### config.mk
export PLATFORM = sky130hd
export DESIGN_NAME = descrypt_outpkt_collector
export DESIGN_NICKNAME = d
export VERILOG_FILES = /design/src/rtl/descrypt_outpkt_collector_pkg.sv /design/src/rtl/descrypt_outpkt_collector_fifo.sv /design/src/rtl/descrypt_outpkt_collector.sv
export SDC_FILE = /design/constraint.sdc
export NUM_CORES = 1
export LEC_CHECK = 0
export CAP_MARGIN = 20
export CORE_ASPECT_RATIO = 0.9
export CORE_MARGIN = 2
export CORE_UTILIZATION = 23
export CTS_BUF_LIST = sky130_fd_sc_hd__clkbuf_4
export CTS_CLUSTER_DIAMETER = 60
export CTS_CLUSTER_SIZE = 8
export DETAILED_ROUTE_END_ITERATION = 7
export GPL_TIMING_DRIVEN = 0
export PLACE_DENSITY = 0.37
export SYNTH_ARGS = -nofsm -noshare
export SYNTH_HDL_FRONTEND = slang
export SYNTH_SLANG_ARGS = --single-unit
### constraint.sdc
create_clock -name CMP_CLK -period 2.8 [get_ports CMP_CLK]
set_clock_uncertainty 0.05 [all_clocks]
set_input_delay 0.28 -clock CMP_CLK [delete_from_list [all_inputs] [get_ports CMP_CLK]]
set_output_delay 0.28 -clock CMP_CLK [all_outputs]
set_load 0.05 [all_outputs]
### src/rtl/descrypt_outpkt_collector_pkg.sv
// ---------------------------------------------------------------------------
// descrypt_outpkt_collector_pkg
//   Shared definitions for the descrypt output-packet collector:
//   - nibble field positions of the first (N1) and second (N2) packet nibbles
//   - record metadata width and field offsets (the metadata sits above addr)
//   - the idle nibble constant
//   - collector FSM state type
//   - pack_meta(): assembles the metadata part of a result record
// ---------------------------------------------------------------------------
package descrypt_outpkt_collector_pkg;

   localparam logic [3:0] NIB_IDLE = 4'h0;

   // N1 = {tag[2:0], 1'b1}
   localparam int N1_MARK_BIT   = 0;
   localparam int N1_TAG_LSB    = 1;

   // N2 = {1'b0, key_valid, equal, batch_complete}; bit 3 must be zero
   localparam int HDR_START_BIT = 3;
   localparam int HDR_KV_BIT    = 2;
   localparam int HDR_EQ_BIT    = 1;
   localparam int HDR_BC_BIT    = 0;

   // Record = {meta[9:0], addr}; meta = {tag[2:0], kv, eq, bc, instance[3:0]}
   localparam int OUTREC_META_W   = 10;
   localparam int OUTREC_TAG_LSB  = 7;
   localparam int OUTREC_KV_BIT   = 6;
   localparam int OUTREC_EQ_BIT   = 5;
   localparam int OUTREC_BC_BIT   = 4;
   localparam int OUTREC_INST_LSB = 0;

   typedef enum logic [2:0] {
      ST_IDLE  = 3'd0,
      ST_HDR   = 3'd1,
      ST_INST  = 3'd2,
      ST_A0    = 3'd3,
      ST_A1    = 3'd4,
      ST_A2    = 3'd5,
      ST_TRAIL = 3'd6
   } state_t;

   function automatic logic [OUTREC_META_W-1:0] pack_meta(
      input logic [2:0] tag,
      input logic       kv,
      input logic       eq,
      input logic       bc,
      input logic [3:0] inst
   );
      logic [OUTREC_META_W-1:0] m;
      m = '0;
      m[OUTREC_TAG_LSB +: 3]  = tag;
      m[OUTREC_KV_BIT]        = kv;
      m[OUTREC_EQ_BIT]        = eq;
      m[OUTREC_BC_BIT]        = bc;
      m[OUTREC_INST_LSB +: 4] = inst;
      return m;
   endfunction

endpackage

### src/rtl/descrypt_outpkt_collector_fifo.sv
// ---------------------------------------------------------------------------
// descrypt_outpkt_collector_fifo
//   Small synchronous FIFO for result records, first-word fall-through.
//   Storage has no reset so it maps onto distributed RAM.
//   A write while full is accepted only when a read happens in the same
//   cycle (the read frees the slot first). Reads while empty are ignored.
//
// Ports
//   i_clk, i_rst   clock, asynchronous active-high reset
//   i_wr_en        write request, i_wr_data record to store
//   i_rd_en        pop head (ignored when empty)
//   o_rd_data      head record (valid while !o_empty)
//   o_empty/o_full occupancy flags
//   o_free_cnt     number of free entries
// ---------------------------------------------------------------------------
module descrypt_outpkt_collector_fifo #(
   parameter int WIDTH = 22,
   parameter int DEPTH = 4
) (
   input  logic                     i_clk,
   input  logic                     i_rst,
   input  logic                     i_wr_en,
   input  logic [WIDTH-1:0]         i_wr_data,
   input  logic                     i_rd_en,
   output logic [WIDTH-1:0]         o_rd_data,
   output logic                     o_empty,
   output logic                     o_full,
   output logic [$clog2(DEPTH):0]   o_free_cnt
);

   localparam int AW = $clog2(DEPTH);

   logic [WIDTH-1:0] r_mem [DEPTH];
   logic [AW-1:0]    r_wr_ptr;
   logic [AW-1:0]    r_rd_ptr;
   logic [AW:0]      r_count;
   logic             w_rd_ok;
   logic             w_wr_ok;

   assign o_empty    = (r_count == '0);
   assign o_full     = (r_count == (AW+1)'(DEPTH));
   assign o_free_cnt = (AW+1)'(DEPTH) - r_count;
   assign o_rd_data  = r_mem[r_rd_ptr];

   assign w_rd_ok = i_rd_en & ~o_empty;
   assign w_wr_ok = i_wr_en & (~o_full | w_rd_ok);

   always_ff @(posedge i_clk) begin
      if (w_wr_ok) begin
         r_mem[r_wr_ptr] <= i_wr_data;
      end
   end

   always_ff @(posedge i_clk or posedge i_rst) begin
      if (i_rst) begin
         r_wr_ptr <= '0;
         r_rd_ptr <= '0;
         r_count  <= '0;
      end else begin
         if (w_wr_ok) begin
            r_wr_ptr <= r_wr_ptr + 1'b1;
         end
         if (w_rd_ok) begin
            r_rd_ptr <= r_rd_ptr + 1'b1;
         end
         r_count <= r_count + (AW+1)'(w_wr_ok) - (AW+1)'(w_rd_ok);
      end
   end

endmodule

### src/rtl/descrypt_outpkt_collector.sv
// ---------------------------------------------------------------------------
// descrypt_outpkt_collector
//   Rebuilds nibble packets from one descrypt core's comparator into
//   parallel result records and queues them for the output arbiter.
//   Runs entirely in the CMP_CLK domain.
//
//   Optional feature macro: DESCRYPT_OUTPKT_STATS_EN
//     defined   -> adds stat_match / stat_batch saturating counters
//     undefined -> counters and ports absent
//
// Ports
//   CMP_CLK      comparator clock
//   RST          asynchronous active-high reset
//   din          nibble bus from core dout (4'h0 = idle)
//   dout_ready   to core: room for one more complete packet
//   rec_out      {tag, key_valid, equal, batch_complete, instance, addr}
//   rec_valid    FIFO non-empty
//   rec_rd_en    pop FIFO head
//   proto_error  sticky malformed-sequence flag
//   ovf_error    sticky record-dropped-on-full flag
//   stat_match   (macro) committed records with equal=1
//   stat_batch   (macro) committed records with batch_complete=1
//   dbg_state    current collector FSM state
//
// Handshake: a packet may start whenever dout_ready was seen high by the
// core; dout_ready is only high between packets (IDLE/TRAIL) with at least
// two free entries, so the core's one-cycle-stale view never overflows.
// rec_valid/rec_rd_en: the head is popped on any cycle both are high.
// ---------------------------------------------------------------------------
module descrypt_outpkt_collector
   import descrypt_outpkt_collector_pkg::*;
#(
   parameter int FIFO_DEPTH = 4,
   parameter int ADDR_W     = 12
) (
   input  logic                            CMP_CLK,
   input  logic                            RST,
   input  logic [3:0]                      din,
   output logic                            dout_ready,
   output logic [OUTREC_META_W+ADDR_W-1:0] rec_out,
   output logic                            rec_valid,
   input  logic                            rec_rd_en,
   output logic                            proto_error,
   output logic                            ovf_error,
`ifdef DESCRYPT_OUTPKT_STATS_EN
   output logic [15:0]                     stat_match,
   output logic [15:0]                     stat_batch,
`endif
   output logic [2:0]                      dbg_state
);

   localparam int REC_W = OUTREC_META_W + ADDR_W;
   localparam int AW    = $clog2(FIFO_DEPTH);

   state_t          r_state;
   logic [2:0]      r_tag;
   logic            r_kv;
   logic            r_eq;
   logic            r_bc;
   logic [3:0]      r_inst;
   logic [11:0]     r_addr;
   logic            r_commit;
   logic            r_proto;
   logic            r_ovf;
   logic            r_dout_ready;

   logic [REC_W-1:0] w_rec;
   logic             w_empty;
   logic             w_full;
   logic [AW:0]      w_free_cnt;
   logic [AW:0]      w_free_nxt;
   logic             w_rd_ok;
   logic             w_wr_ok;
   logic             w_room_nc;
   logic             w_room_c;

   assign w_rec = {pack_meta(r_tag, r_kv, r_eq, r_bc, r_inst), r_addr[ADDR_W-1:0]};

   descrypt_outpkt_collector_fifo #(
      .WIDTH (REC_W),
      .DEPTH (FIFO_DEPTH)
   ) u_fifo (
      .i_clk      (CMP_CLK),
      .i_rst      (RST),
      .i_wr_en    (r_commit),
      .i_wr_data  (w_rec),
      .i_rd_en    (rec_rd_en),
      .o_rd_data  (rec_out),
      .o_empty    (w_empty),
      .o_full     (w_full),
      .o_free_cnt (w_free_cnt)
   );

   // Free entries after this edge, so the registered dout_ready describes
   // the cycle it is visible in rather than the one before.
   assign w_rd_ok    = rec_rd_en & ~w_empty;
   assign w_wr_ok    = r_commit & (~w_full | w_rd_ok);
   assign w_free_nxt = w_free_cnt - (AW+1)'(w_wr_ok) + (AW+1)'(w_rd_ok);
   // nc: no commit pending next cycle; c: a commit will be pending
   assign w_room_nc  = (w_free_nxt >= (AW+1)'(2));
   assign w_room_c   = (w_free_nxt >= (AW+1)'(3));

   always_ff @(posedge CMP_CLK or posedge RST) begin
      if (RST) begin
         r_state      <= ST_IDLE;
         r_tag        <= '0;
         r_kv         <= 1'b0;
         r_eq         <= 1'b0;
         r_bc         <= 1'b0;
         r_inst       <= '0;
         r_addr       <= '0;
         r_commit     <= 1'b0;
         r_proto      <= 1'b0;
         r_dout_ready <= 1'b0;
      end else begin
         r_commit <= 1'b0;
         case (r_state)
            ST_IDLE: begin
               if (din == NIB_IDLE) begin
                  r_dout_ready <= w_room_nc;
               end else if (din[N1_MARK_BIT]) begin
                  r_tag        <= din[N1_TAG_LSB +: 3];
                  r_state      <= ST_HDR;
                  r_dout_ready <= 1'b0;
               end else begin
                  r_proto      <= 1'b1;
                  r_dout_ready <= w_room_nc;
               end
            end
            ST_HDR: begin
               if (din[HDR_START_BIT] || (!din[HDR_EQ_BIT] && !din[HDR_BC_BIT])) begin
                  r_proto      <= 1'b1;
                  r_state      <= ST_IDLE;
                  r_dout_ready <= w_room_nc;
               end else begin
                  r_kv <= din[HDR_KV_BIT];
                  r_eq <= din[HDR_EQ_BIT];
                  r_bc <= din[HDR_BC_BIT];
                  if (din[HDR_EQ_BIT]) begin
                     r_state      <= ST_INST;
                     r_dout_ready <= 1'b0;
                  end else begin
                     // batch-complete-only record: no payload nibbles follow
                     r_inst       <= '0;
                     r_addr       <= '0;
                     r_commit     <= 1'b1;
                     r_state      <= ST_TRAIL;
                     r_dout_ready <= w_room_c;
                  end
               end
            end
            ST_INST: begin
               r_inst       <= din;
               r_state      <= ST_A0;
               r_dout_ready <= 1'b0;
            end
            ST_A0: begin
               r_addr[3:0]  <= din;
               r_state      <= ST_A1;
               r_dout_ready <= 1'b0;
            end
            ST_A1: begin
               r_addr[7:4]  <= din;
               r_state      <= ST_A2;
               r_dout_ready <= 1'b0;
            end
            ST_A2: begin
               r_addr[11:8] <= din;
               r_commit     <= 1'b1;
               r_state      <= ST_TRAIL;
               r_dout_ready <= w_room_c;
            end
            ST_TRAIL: begin
               // a nonzero nibble here is an error, never the start of a new packet
               if (din != NIB_IDLE) begin
                  r_proto <= 1'b1;
               end
               r_state      <= ST_IDLE;
               r_dout_ready <= w_room_nc;
            end
            default: begin
               r_state      <= ST_IDLE;
               r_dout_ready <= 1'b0;
            end
         endcase
      end
   end

   always_ff @(posedge CMP_CLK or posedge RST) begin
      if (RST) begin
         r_ovf <= 1'b0;
      end else if (r_commit && !w_wr_ok) begin
         r_ovf <= 1'b1;
      end
   end

`ifdef DESCRYPT_OUTPKT_STATS_EN
   logic [15:0] r_stat_match;
   logic [15:0] r_stat_batch;

   always_ff @(posedge CMP_CLK or posedge RST) begin
      if (RST) begin
         r_stat_match <= '0;
         r_stat_batch <= '0;
      end else if (r_commit) begin
         if (r_eq && (r_stat_match != 16'hFFFF)) begin
            r_stat_match <= r_stat_match + 16'd1;
         end
         if (r_bc && (r_stat_batch != 16'hFFFF)) begin
            r_stat_batch <= r_stat_batch + 16'd1;
         end
      end
   end

   assign stat_match = r_stat_match;
   assign stat_batch = r_stat_batch;
`endif

   assign dout_ready  = r_dout_ready;
   assign rec_valid   = ~w_empty;
   assign proto_error = r_proto;
   assign ovf_error   = r_ovf;
   assign dbg_state   = r_state;

endmodule

After elaboration in Yosys (flattened, before gate mapping)
Memory sizes are Yosys's and may differ from the RTL's. Index checks and enable logic that the tools add are counted. W data, S select, Z words.

Multiplexer cells: 28. $mul: 0. Add/sub/neg operators: 7. Reductions and logical operators: 23. Order comparisons: 2. Bitwise logic cells: 7. Div/mod/pow operators: 0. Equal/unequal tests: 14. Shift-type cells: 0.

Operator list (count): $pmux W4 S2 (4); $mux W12 (2); $pmux W3 S6 (1); $reduce_and A3 Y1 (5); $ne A2 B2 Y1 const B (7); $eq A3 B3 Y1 const B (4); $mux W1 (12); $mux W3 (4); $mux W4 (2); $reduce_bool A2 Y1 (4); $add A3 B1 Y3 (2); $eq A3 B2 Y1 const B (2); $ge A3 B2 Y1 const B (2); $logic_not A3 Y1 (2); $sub A3 B1 Y3 (2); $reduce_and A5 Y1 (1); $add A2 B1 Y2 const B (2); $logic_not A4 Y1 (1); $not A1 Y1 (4); $pmux W1 S4 (1); $reduce_and A2 Y1 (2); $reduce_bool A4 Y1 (1); $eq A3 B1 Y1 const B (1); $logic_not A1 Y1 (3); 8 further kinds (10).

Word-level logic and storage cells: 98. Register bits after elaboration: 36. Latch bits: 0. Output and inout port bits: 29. Memory bits (read-only): 0. Memory bits (writable): 88. Input bits: 7. Memories: 1.

Memories: u_fifo.r_mem (words 4, bits a word 22, rd ports 1, clocked after memory_dff 0, wr ports 1, RTL line descrypt_outpkt_collector_fifo.sv:33) `logic [WIDTH-1:0] r_mem [DEPTH];`.

Longest topological paths before layout
Gate-level depths: netlist (run 1).

Word-level depth: 11. Mapped depth: 10. Gate-level depth less buffers: 10.

Hierarchy
From an unflattened synthesis (run 1), not the netlist that was laid out.

Cell total of the unflattened synthesis: 275. Area, all modules: 5044.8 sq um.

By module, submodules not included: descrypt_outpkt_collector_fifo (area an instance 3672.3 sq um, instances 1, cells an instance 156); descrypt_outpkt_collector (area an instance 1372.6 sq um, instances 1, cells an instance 119).

Worst setup path after synthesis (run 1)
OpenSTA, ideal clock, no wires.

Path type: reg-to-reg. Start point: register u_fifo.r_count[1]. End point: register u_fifo.r_count[2]. Slack: 361 ps. Cell stages (with the launch flop): 11. Clock period less this slack: 2439 ps. Setup time: 126 ps. Required time: 2624 ps. Arrival time: 2263 ps. Path through: dfrtp_1 -> or3_4 -> nand2_1 -> inv_1 -> ha_1 -> inv_1 -> ha_1 -> inv_1 -> fa_1 -> xnor2_1 -> xnor2_1.

Longest elaborated chain between the ends: 7. Elaborated cells between the ends (all ways): 9.

RTL lines: from (decl) (RTL line descrypt_outpkt_collector_fifo.sv:36) `logic [AW:0] r_count;`; from (signal assigned) (RTL line descrypt_outpkt_collector_fifo.sv:66) `r_count <= r_count + (AW+1)'(w_wr_ok) - (AW+1)'(w_rd_ok);`; $logic_not A3 Y1 (*) (RTL line descrypt_outpkt_collector_fifo.sv:40) `assign o_empty = (r_count == '0);`; $not A1 Y1 (*); named net rec_valid (RTL line descrypt_outpkt_collector.sv:41) `output logic rec_valid,`; $and A1 B1 Y1 (*) (RTL line descrypt_outpkt_collector_fifo.sv:45) `assign w_rd_ok = i_rd_en & ~o_empty;`; named net u_fifo.w_rd_ok (RTL line descrypt_outpkt_collector_fifo.sv:37) `logic w_rd_ok;`; $or A1 B1 Y1 (RTL line descrypt_outpkt_collector_fifo.sv:46) `assign w_wr_ok = i_wr_en & (~o_full | w_rd_ok);`; $and A1 B1 Y1 (RTL line descrypt_outpkt_collector_fifo.sv:46); $add A3 B1 Y3 (RTL line descrypt_outpkt_collector_fifo.sv:66); $sub A3 B1 Y3 (*) (RTL line descrypt_outpkt_collector_fifo.sv:66).

The timed path passes the listed nets; every way through them passes the cells marked *. A chain may end at the register's enable or synchronous reset.

Worst setup path in the final report (run 1)
Start point: register u_fifo.r_rd_ptr[0]. End point: output port rec_out[8].

Longest elaborated chain between the ends: 1.

RTL lines: from (decl) (RTL line descrypt_outpkt_collector_fifo.sv:35) `logic [AW-1:0] r_rd_ptr;`; from (signal assigned) (RTL line descrypt_outpkt_collector_fifo.sv:64) `r_rd_ptr <= r_rd_ptr + 1'b1;`; $mem_v2 Z4 W22; to (decl) (RTL line descrypt_outpkt_collector.sv:40) `output logic [OUTREC_META_W+ADDR_W-1:0] rec_out,`.

Every way passes these cells.

==> impl_metrics.tcl, run 1 <==
set metrics [dict create \
    status "finished, final reports clean" \
    syn_nets 286 \
    max_stage_delay_ns 0.50 \
    fin_util 0.284 \
    syn_area_mm2 0.00493 \
    grt_use_total 0.103 \
    arrival_ns 2.28 \
    drc 0 \
    antenna_left 0 \
    grt_start_max_net_pins 37 \
    p_comb_frac 0.405 \
    die_height_um 143 \
    ios 36 \
    floorplan.initialDensity 0.236 \
    synth_top_area_cell "edfxtp_1" \
    cts_tree "yes" \
    grt_pass1_vias 2696 \
    tightest_slew_ns 0.800 \
    wl_um 10500 \
    crit_type "register to output port" \
    p_leak_nw 2.18 \
    p_clk_frac 0.175 \
    crit_required_ns 2.47 \
    rsz0062_at_grt "false" \
    critPathSlowestCell "mux4_2" \
    dp_hpwl_um 7060 \
    power_mw 6.86 \
    drv_cap 0 \
    setup_viol 0 \
    peakVddDrop_uv 386 \
    yosysSeqAreaShare 0.719 \
    cts.path.max_buffers 2 \
    routed-via-count 2475 \
    grt_first_pass_wirelength_um 16500 \
    wl_per_cell_um 16.8 \
    syn_inst 270 \
    cts-htree-levels 4 \
    swShare 0.396 \
    syn_avg_cell_area_um2 18.3 \
    max-slew-margin-rel 0.466 \
    nets 343 \
    root_buffer "clkbuf_4" \
    portBuffers 33 \
    max_freq_ghz 0.384 \
    cts_made_buffers 17 \
    via_per_inst 3.95 \
    rrSetupSlack_ns 0.27 \
    ys_ff_latch 124 \
    period_needed_ns 2.61 \
    area_growth_syn_to_layout_pct 20.5 \
    seqPwrFrac 0.420 \
    ys_async_sr_fraction 0.290 \
    clkTransAtPathRegs_ns 0.10 \
    ys_dominant_reg_cell "edfxtp_1" \
    synth_top_area_share 0.536 \
    die-width_um 158 \
    seq_area_mm2 0.00354 \
    yosys_warnings 0 \
    path_cells "buf_2, buf_6, mux4_2, dlygate4sd2_1" \
    period_share 0.931 \
    worstHoldPathType "primary input to register" \
    fillCellCount 2127 \
    drt_iter0_markers 157 \
    die_area_mm2 0.0226 \
    yosysUniqueCellTypes 39 \
    intPower_mw 4.15 \
    first_pass_iters 6 \
    synth.area.top_cells "edfxtp_1 54%, dfrtp_1 18%, mux4_2 10%" \
    overflow 0 \
    switchingPower_mw 2.72 \
    drive_gt1_frac 0.297 \
    cts_sinks 124 \
    clk_latency_ns 0.51 \
    holdWs_ns 0.0655 \
    power_density_mw_per_mm2 1160 \
    antenna_cells 0 \
    drv_slew 0 \
    antenna_found_initial 0 \
    finalHoldViolCount 0 \
    cp_num_buf_inv 3 \
    cp_top_family "buffers and inverters" \
    synth_edf_count 88 \
    multiInputGateArea_mm2 0.00125 \
    setup.worst_path.end_class "output port" \
    placement_rows 50 \
    startpoint_type "register" \
    path_max_fanout 10 \
    core_mm2 0.0209 \
    globalplace.congestion 0.665 \
]
==> placed cells by master (no fill, tap or decap), drive strengths merged, types with 5 or more instances in the layout <==
master and n:
mux4 22, clkbuf 40, buf 16, o22ai 8
nand2 16, xnor2 6, inv 13, clkinv 8
edfxtp 88, a21oi 11, ha 7, and2 6
o21ai 5, a22o 8, mux2 6, dfrtp 36
clkdlybuf4s50 11
==> synthesized netlist by cell type (5+ instances only) <==
library cell and count:
nand2_1 16, inv_1 13, xnor2_1 6, a21oi_1 10
and2_1 6, o22ai_1 8, edfxtp_1 88, ha_1 7
mux4_2 22, buf_4 5, a22o_1 8, mux2_2 6
dfrtp_1 36
==> per-layer routing <==
metal | global-route usage | wire length, µm | part of all wire | vias to the layer above
met5 | 0 | 0 | 0 | -
met2 | 0.152 | 4670 | 0.44 | 42
met1 | 0.141 | 5360 | 0.51 | 1265
met3 | 0.0355 | 361 | 0.034 | 13
li1 | - | - | - | 1155
met4 | 0.0356 | 137 | 0.013 | 0
==> worst paths after layout <==
kind,startpoint,end,cells past startpoint
max,u_fifo.r_rd_ptr[0],rec_out[8],4
max in group asynchronous,RST,r_addr[6],2
min in group asynchronous,RST,ovf_error,2
min reg2reg,ovf_error,ovf_error,1
max reg2reg,u_fifo.r_count[1],dout_ready,10
min,din[3],r_addr[3],2
==> worst reg2reg max path, stage by stage, from the launching register on <==
cell and delay [ns]:
dfrtp_1 0.47, nor4b_2 0.36, nor2b_1 0.08, buf_2 0.19
fa_1 0.43, inv_1 0.06, ha_1 0.15, xnor2_1 0.13
nand2_1 0.09, a221oi_1 0.30, a21oi_1 0.10
==> stage by stage <==
stage          TNS [ns]  cells  worst slack [ns]  instance area [µm²]
6_report              0    626             0.193                 5940
5_1_grt               0    626            0.0130                 5940
4_1_cts               0    625            0.0152                 5980
3_5_place_dp     -0.212    593           -0.0469                 5730
3_3_place_gp    -0.0589    589           -0.0454                 5620
2_1_floorplan         0    270             0.361                 4930
==> flip-flops by register name, indices dropped and copies added, names as in the netlist <==
signal,flops
r_addr,12
r_commit,1
r_tag,3
r_eq,1
ovf_error,1
u_fifo.r_count,3
r_inst,4
u_fifo.r_mem,88
u_fifo.r_wr_ptr,2
u_fifo.r_rd_ptr,2
r_bc,1
dbg_state,3
proto_error,1
dout_ready,1
r_kv,1
==> power by group through the flow <==
stage	combinational (mW)	clock (mW)	sequential, mW
after floorplan	2.03	0	2.90
after global placement	2.91	0	2.92
after detailed placement	2.98	0	2.93
after CTS	2.89	1.25	2.89
after global routing	3.01	1.36	2.95
final	2.78	1.20	2.88
==> area by class of cell <==
class / instances / share of cell area
multi-input combinational: 120 / 0.211
clock inverter: 10 / 0.0171
inverter: 13 / 0.00822
buffer: 13 / 0.0162
sequential: 124 / 0.597
clock buffer: 22 / 0.0278
tap: 286 / 0.0603
timing repair buffer: 38 / 0.0624
==> cells by family after synthesis <==
| family | count (synthesis) | share of synthesized area |
|---|---|---|
| DFF | 124 | 0.719 |
| and+or+nand+nor | 40 | 0.0520 |
| AOI/OAI and AO/OA | 36 | 0.0485 |
| muxes | 29 | 0.116 |
| buffers and inverters | 26 | 0.0277 |
| adders and majority gates | 9 | 0.0259 |
| xor gates and xnor gates | 6 | 0.0107 |
==> repair_timing <==
item / in CTS / in global routing
resized for setup: 25 / 38
hold buffers: 0 / 1
endpoints found under the hold margin: 0 / 1
setup endpoints to repair: 19 / 21
setup buffers: 0 / 0
(Power assumes the default switching activity.)
==> run 2: changes to the inputs <==
--- a/config.mk
+++ b/config.mk
@@ -8,13 +8,13 @@
 export CAP_MARGIN = 20
 export CORE_ASPECT_RATIO = 0.9
 export CORE_MARGIN = 2
-export CORE_UTILIZATION = 23
+export CORE_UTILIZATION = 60
 export CTS_BUF_LIST = sky130_fd_sc_hd__clkbuf_4
 export CTS_CLUSTER_DIAMETER = 60
 export CTS_CLUSTER_SIZE = 8
 export DETAILED_ROUTE_END_ITERATION = 7
 export GPL_TIMING_DRIVEN = 0
-export PLACE_DENSITY = 0.37
+export PLACE_DENSITY = 0.8
 export SYNTH_ARGS = -nofsm -noshare
 export SYNTH_HDL_FRONTEND = slang
 export SYNTH_SLANG_ARGS = --single-unit
==> constraint.sdc (replaced) <==
create_clock -name CMP_CLK -period 2.4 [get_ports CMP_CLK]
set_clock_uncertainty 0.05 [all_clocks]
set_input_delay 0.24 -clock CMP_CLK [delete_from_list [all_inputs] [get_ports CMP_CLK]]
set_output_delay 0.24 -clock CMP_CLK [all_outputs]
set_load 0.05 [all_outputs]
==> run 2 against run 1 <==
Critical path depth is 6 higher. Worst setup slack lost 0.11 ns. Count of clock-buffer cells in the layout fell by 1. Utilization up 43 points. Critical path type is now register to register. Largest power group unchanged.
==> impl_metrics.tcl, run 2 (same netlist as run 1, synthesis figures left out) <==
set metrics [dict create \
    tightest_slew_ns 0.575 \
    cts.path.max_buffers 2 \
    cp_num_buf_inv 3 \
    reg2reg_to "u_fifo.r_count[2]" \
    wl_um 9280 \
    startpoint_type "register" \
    rrSetupSlack_ns 0.08 \
    area_growth_syn_to_layout_pct 17.1 \
    holdWs_ns 0.0427 \
    grt_start_max_net_pins 25 \
    layout_commonest_cell "edfxtp_1" \
    peakVddDrop_uv 784 \
    fin_util 0.719 \
    ios 36 \
    drv_slew 0 \
    portBuffers 33 \
    period_share 0.966 \
    wl_per_cell_um 21.0 \
    status "finished, final reports clean" \
    grt_first_pass_wirelength_um 14800 \
    setup_tns_ns 0 \
    reg2reg_depth 10 \
    drive_gt1_frac 0.318 \
    core_mm2 0.00803 \
    cts_sinks 124 \
    cts_tree "yes" \
    placement_rows 31 \
    die_height_um 90.0 \
    period_needed_ns 2.32 \
    floorplan.initialDensity 0.614 \
    grt_use_total 0.227 \
    cp_top_family "adder cells" \
    final_cell_mix "88 x edfxtp_1, 35 x dfrtp_1, 22 x mux4_2, 22 x clkbuf_4, 20 x buf_2" \
    max-slew-margin-rel 0.616 \
    drv_cap 0 \
    crit_required_ns 2.74 \
    path_max_fanout 4 \
    path_cells "or3_4, nand2_4, inv_2, ha_1, inv_1, ha_1, inv_1, fa_2, xnor2_2, xnor2_1" \
    crit_type "register to register" \
    clkTransAtPathRegs_ns 0.10 \
    dp_hpwl_um 5920 \
    top_regs "u_fifo.r_mem x88, r_addr x12, r_inst x4" \
    via_per_inst 6.04 \
    worstHoldPathType "primary input to asynchronous set/reset pin" \
    die-width_um 99.5 \
    arrival_ns 2.66 \
    antenna_left 0 \
    antenna_found_initial 0 \
    max_stage_delay_ns 0.43 \
    first_pass_iters 5 \
    power_density_mw_per_mm2 1390 \
    max_freq_ghz 0.431 \
    die_area_mm2 0.00896 \
    nets 346 \
    p_leak_nw 2.18 \
    power_mw 8.05 \
    globalplace.congestion 0.864 \
    worstReg2RegStart "u_fifo.r_count[2]" \
    drt_iter0_markers 265 \
    antenna_cells 0 \
    overflow 0 \
    critPathSlowestCell "dfrtp_1" \
    drc 0 \
    top_register "u_fifo.r_mem" \
    grt_pass1_vias 2738 \
    root_buffer "clkbuf_4" \
    largest_register_ffs 88 \
    cts-htree-levels 4 \
    routed-via-count 2668 \
    setup.worst_path.end_class "register" \
    worst-path-stages 10 \
    final_area_mm2 0.00577 \
    cts_made_buffers 17 \
    finalHoldViolCount 0 \
    setup_viol 0 \
    clk_latency_ns 0.50 \
    place_area_mm2 0.00551 \
]
[run 2: metal layers]
metal | track usage | share of wire | vias up
li1 | - | - | 1164
met1 | 0.313 | 0.43 | 1383
met2 | 0.343 | 0.50 | 105
met3 | 0.0747 | 0.052 | 16
met4 | 0.0856 | 0.016 | 0
met5 | 0 | 0 | -
[run 2: final cells by class]
type	count	area, µm²
flip-flops and latches	124	3540
fillers	490	2260
multi-input cells	120	1290
repair buffers	42	395
clock buffers	21	158
well taps	99	124
plain buffers	12	109
clock inverters	11	103
inverters	13	48.8
[run 2: how the worst max path moves through the flow]
stage,startpoint,to,slack [ns]
final,u_fifo.r_count[2],u_fifo.r_count[2],0.08
after global routing,u_fifo.r_count[2],u_fifo.r_count[2],-0.02
after CTS,u_fifo.r_rd_ptr[0],rec_out[12],-0.14
after detailed placement,rec_rd_en,dout_ready,-0.29
after global placement,rec_rd_en,dout_ready,-0.27
after floorplan,u_fifo.r_count[0],u_fifo.r_count[2],0.04
[run 2: stage by stage]
| stage | setup WS [ns] | instances |
|---|---|---|
| 2_1_floorplan | 0.0403 | 270 |
| 3_3_place_gp | -0.268 | 402 |
| 3_5_place_dp | -0.288 | 407 |
| 4_1_cts | -0.144 | 443 |
| 5_1_grt | -0.0216 | 442 |
| 6_report | 0.0813 | 442 |
[run 2: where the power goes]
group / internal, mW / switching, mW / leakage [nW] / total (mW)
sequential: 2.97 / 0.399 / 1.24 / 3.37
clock: 0.644 / 0.701 / 0.147 / 1.35
combinational: 1.28 / 2.06 / 0.791 / 3.34
[run 2: what timing repair did]
item / 4_1_cts / 5_1_grt
gates resized for setup: 95 / 16
setup endpoints to repair: 24 / 13
buffers inserted: 3 / 0
hold buffers: 1 / 0
hold endpoints to repair: 1 / 0
pin swaps: 3 / 2
